$ cat src/rtl/bram_port_arbiter.sv
// N-channel ownership arbiter and registered port mux for one simple-dual-port BRAM.
// Define STATE_BRAM_ARB_FIXED_PRIO_EN for fixed-priority arbitration (default round-robin).
module bram_port_arbiter #(
    parameter int NCH    = 4,
    parameter int AW     = 8,
    parameter int DW     = 16,
    parameter int RD_LAT = 1
) (
    input  logic              clk,
    input  logic              rst_n,
    input  logic [NCH-1:0]    ch_req,
    output logic [NCH-1:0]    ch_gnt,
    input  logic [NCH-1:0]    ch_wen,
    input  logic [NCH*AW-1:0] ch_wad,
    input  logic [NCH*DW-1:0] ch_wdata,
    input  logic [NCH-1:0]    ch_ren,
    input  logic [NCH*AW-1:0] ch_rad,
    output logic [DW-1:0]     ch_rdata,
    output logic [NCH-1:0]    ch_rvalid,
    output logic              M0_WEN,
    output logic [AW-1:0]     M0_WAd,
    output logic [DW-1:0]     M0_WData,
    output logic [AW-1:0]     M0_RAd,
    input  logic [DW-1:0]     M0_RData
);
    localparam int IW = (NCH > 1) ? $clog2(NCH) : 1;

    typedef enum logic {IDLE, OWN} state_t;

    state_t          state;
    logic [NCH-1:0]  gnt_r;
    logic [IW-1:0]   owner;
    logic [IW-1:0]   winner;
    logic            own_req;

    logic [RD_LAT:0] tag_vld;
    logic [IW-1:0]   tag_idx [RD_LAT+1];

`ifdef STATE_BRAM_ARB_FIXED_PRIO_EN
    function automatic logic [IW-1:0] pick_winner(input logic [NCH-1:0] req);
        logic [IW-1:0] win;
        win = '0;
        for (int i = NCH - 1; i >= 0; i--) begin
            if (req[i]) win = IW'(i);
        end
        return win;
    endfunction

    assign winner = pick_winner(ch_req);
`else
    logic [IW-1:0] last_owner;

    // Walk from the farthest slot back to the nearest so the first requester after last_owner wins.
    function automatic logic [IW-1:0] pick_winner(input logic [NCH-1:0] req,
                                                  input logic [IW-1:0]  last);
        logic [IW-1:0] win;
        int            c;
        win = '0;
        for (int k = NCH; k >= 1; k--) begin
            c = int'(last) + k;
            if (c >= NCH) c = c - NCH;
            if (req[c]) win = IW'(c);
        end
        return win;
    endfunction

    assign winner = pick_winner(ch_req, last_owner);
`endif

    assign own_req = (state == OWN) && ch_req[owner] && gnt_r[owner];
    assign ch_gnt  = gnt_r;

    always_ff @(posedge clk or negedge rst_n) begin
        if (!rst_n) begin
            state    <= IDLE;
            gnt_r    <= '0;
            owner    <= '0;
`ifndef STATE_BRAM_ARB_FIXED_PRIO_EN
            last_owner <= IW'(NCH - 1);
`endif
            M0_WEN   <= 1'b0;
            M0_WAd   <= '0;
            M0_WData <= '0;
            M0_RAd   <= '0;
        end else begin
            case (state)
                IDLE: begin
                    M0_WEN <= 1'b0;
                    if (|ch_req) begin
                        owner         <= winner;
                        gnt_r         <= '0;
                        gnt_r[winner] <= 1'b1;
`ifndef STATE_BRAM_ARB_FIXED_PRIO_EN
                        last_owner    <= winner;
`endif
                        state         <= OWN;
                    end
                end
                OWN: begin
                    if (own_req) begin
                        M0_WEN   <= ch_wen[owner];
                        M0_WAd   <= ch_wad[owner*AW +: AW];
                        M0_WData <= ch_wdata[owner*DW +: DW];
                        M0_RAd   <= ch_rad[owner*AW +: AW];
                    end else begin
                        // Release cycle: the owner's strobes in this cycle are dropped.
                        M0_WEN <= 1'b0;
                        gnt_r  <= '0;
                        state  <= IDLE;
                    end
                end
                default: state <= IDLE;
            endcase
        end
    end

    // Read tag pipeline: stage 0 aligns with M0_RAd, stage RD_LAT with M0_RData.
    always_ff @(posedge clk or negedge rst_n) begin
        if (!rst_n) begin
            tag_vld <= '0;
            for (int i = 0; i <= RD_LAT; i++) tag_idx[i] <= '0;
        end else begin
            tag_vld[0] <= own_req && ch_ren[owner];
            tag_idx[0] <= owner;
            for (int i = 1; i <= RD_LAT; i++) begin
                tag_vld[i] <= tag_vld[i-1];
                tag_idx[i] <= tag_idx[i-1];
            end
        end
    end

    always_comb begin
        ch_rvalid = '0;
        for (int i = 0; i < NCH; i++) begin
            ch_rvalid[i] = tag_vld[RD_LAT] && (tag_idx[RD_LAT] == IW'(i));
        end
    end

    assign ch_rdata = M0_RData;

endmodule

$ cat config.mk
export PLATFORM = sky130hd
export DESIGN_NAME = bram_port_arbiter
export DESIGN_NICKNAME = d
export VERILOG_FILES = /design/src/rtl/bram_port_arbiter.sv
export SDC_FILE = /design/constraint.sdc
export NUM_CORES = 1
export LEC_CHECK = 0
export ABC_AREA = 0
export BUFFER_PORTS_ARGS = -buffer_cell sky130_fd_sc_hd__buf_2
export CORE_MARGIN = 3
export CORE_UTILIZATION = 40
export CTS_BUF_LIST = sky130_fd_sc_hd__clkbuf_4 sky130_fd_sc_hd__clkbuf_8
export CTS_CLUSTER_DIAMETER = 150
export CTS_CLUSTER_SIZE = 28
export DETAILED_ROUTE_END_ITERATION = 12
export PLACE_DENSITY = 0.81
export SYNTH_ARGS = -nofsm -noshare
export SYNTH_HDL_FRONTEND = slang
export SYNTH_SLANG_ARGS = --single-unit
export TNS_END_PERCENT = 10
$ cat constraint.sdc
create_clock -name clk -period 1.8 [get_ports clk]
set_input_delay 0.54 -clock clk [delete_from_list [all_inputs] [get_ports clk]]
set_output_delay 0.54 -clock clk [all_outputs]
set_load 0.02 [all_outputs]
==> metrics.txt <==
Critical Path Start Type flip-flop; clock root cell clkbuf_8; Leak between 2 and 2.5 nW; Initial Utilization 0.418; Final Hold Fails 0; Synth top area share 0.398; port buffer count 182; RSZ-0062 raised after global routing false; fin crit period around 1700 ps; commonest cells after routing, fill and taps aside buf_2 (182), dfrtp_1 (45), mux4_2 (29), mux2_2 (21), mux2_4 (9); total detailed-routing wirelength between 7000 and 8000 um; Yosys Warn Count 0; grt met1 use 0.210; share of cells above drive strength 1 0.741; global route overflow 0; CTS Buf Count 5; Die ar. about 8300 sq um; Tcrit/Tclk final 0.931; # setup viols final 0; DR iter-0 viols 89; Max Fclk 597 MHz; Fill cells 604; met2 GRT Util 0.354; P_sw approximately 2.2 mW; fin nets a little over 500; max-cap viol count 0; Tightest Hold Check Type input pin to asynchronous set/reset pin; Placer Congestion 0.882; Design Area, Final 3930 sq um; part of the power in registers 0.325; pwr dens 1520 nW/um^2; setup slack at placement 44.3 ps; Peak supply drop slightly below 800 uV; sw frac 0.375; Worst-path clk slew 90 ps; remaining routing DRC violations 0; Crit path required time between 1000 and 1500 ps; die height approximately 91 um; overall global routing resource usage 0.187; DR vias/cell around 5.2; ANT cells 0; antenna violations before repair 0; top post-synthesis cells by area dfrtp_1 (40%), mux4_2 (23%), mux2_2 (8.2%); die width between 90 and 100 um; Slew HR 0.703; Clk pwr share 0.130; met3 GRT Util 0.0481; Ports about 220; WL/cell 16.9 um; Slew @ Worst Pin between 400 and 500 ps; core region area between 6000 and 7000 sq um; origin of the worst setup path tag_idx[1]$_DFF_PN0_; post-cts hold buffer count 0; largest net degree at the start of global routing 27; Worst Setup Path Type flip-flop to output port; DP HPWL between 6000 and 7000 um; first-pass GRT wire length 12500 um; register area share after synthesis 0.417; fin. max-slew vios 0; status finished clean; combinational fraction of design power 0.545; number of synthesized flops with an enable pin 0; most used routing layer met2; Post-synth top flop dfrtp_1; DRT Pass-1 Iters 4; post-CTS sizing 0; H-tree depth 2; synthesized area ~2900 sq um; clock sink count 48; crit path DAT roughly 1100 ps; number of synthesized register bits between 40 and 50; Antenna Nets Post-Route 0; Syn Nets around 340; via count ~2300; placed cell areas 3820 sq um; critical path fanouts, max 4; clock buffer depth 2; Critical R2R Launch owner[0]$_DFFE_PN0P_; Pint between 3 and 4 mW; crit path capture type output port; CTS tree yes; vias in the first global route between 2000 and 3000; post-route clock skew between 6 and 7 ps; Mapped Cells 184; Netlist cell types 36; biggest area consumer among synthesized cells dfrtp_1; Cell Rows 30; post-route setup slack approximately 120 ps; Post-CTS Setup Bufs 0; setup_tns 0 ps; Async SR Flop Fraction 1.00; Syn-to-layout area delta 36.1%; syn avg cell area 15.7 sq um; most common cell after layout, fill and taps aside buf_2; worst-skew pair later-pin latency 290 ps
cells by family (layout without fill, tap and decap cells):
logic type,Yosys count,count (layout),synth area share
AO/OA/AOI/OAI,15,15,0.0416
buffers and inverters,31,202,0.0797
multiplexers,66,66,0.408
AND/OR/NAND/NOR,24,24,0.0541
flip-flops,48,48,0.417
Yosys cell counts, types with 2 or more instances:
master	n
mux2_4	9
mux4_2	29
clkbuf_1	2
mux2_2	21
nor3b_1	2
buf_4	18
and3_1	4
o21a_1	2
buf_6	6
nand2b_1	2
a21o_1	3
nand2_1	2
nand4b_1	2
mux2_1	2
nor2_1	6
dfstp_2	2
dfrtp_1	46
mux4_1	5
inv_1	4
critical path, cell delays in order (launching register included):
cell and delay (ps):
dfrtp_1 410, nor3b_1 220, buf_2 210
stage by stage:
| step | util | cells | power, mW | hold slack, ps |
|---|---|---|---|---|
| 6_report | 0.569 | 451 | 5.98 | 47.1 |
| 5_1_grt | 0.569 | 451 | 6.36 | 34.0 |
| 4_1_cts | 0.569 | 451 | 6.06 | 39.1 |
| 3_5_place_dp | 0.553 | 443 | 5.26 | 338 |
| 3_3_place_gp | 0.553 | 443 | 5.16 | 335 |
| 2_1_floorplan | - | 184 | 4.32 | 244 |
registers in the layout, summed over array words and instances, names as in the netlist:
register,flops
ch_gnt,4
tag_idx,4
M0_WData,16
last_owner,2
owner,2
M0_RAd,8
tag_vld,2
M0_WAd,8
M0_WEN,1
state,1
power by group through the flow:
stage               clock [mW]  sequential (mW)  combinational [mW]
floorplan                    0             2.37                1.94
global placement             0             1.94                3.23
detailed placement           0             1.96                3.31
CTS                      0.806             1.94                3.31
global route             0.859             2.02                3.48
finish                   0.777             1.94                3.25
cell type report:
cell class | count | area (sq um) | share of cell area
multi-input cells | 105 | 1460 | 0.370
flip-flops and latches | 48 | 1200 | 0.306
repair buffers | 190 | 1020 | 0.260
well taps | 96 | 120 | 0.0306
clock buffers | 5 | 68.8 | 0.0175
clock inverters | 3 | 46.3 | 0.0118
inverters | 4 | 15.0 | 0.00382
worst paths after layout:
path                       slack [ps]  cells after the start                         to
max                               120                      2               ch_rvalid[0]
min reg2reg                       350                      0       tag_vld[1]$_DFF_PN0_
min                                50                      1      ch_gnt[2]$_DFFE_PN0P_
max in group asynchronous        1190                      2  last_owner[1]$_DFFE_PN1P_
min in group clk                  350                      0       tag_vld[1]$_DFF_PN0_
max reg2reg                       130                      3      M0_RAd[4]$_DFFE_PN0P_
metal layers:
metal / up-vias / share of wire / wire, um
met2: 119 / 0.55 / 4230
met4: 0 / 0.0073 / 56
met1: 1162 / 0.35 / 2690
li1: 1051 / - / -
met5: - / 0 / 0
met3: 12 / 0.085 / 647
Note: power is estimated with default switching activity, not from simulation.
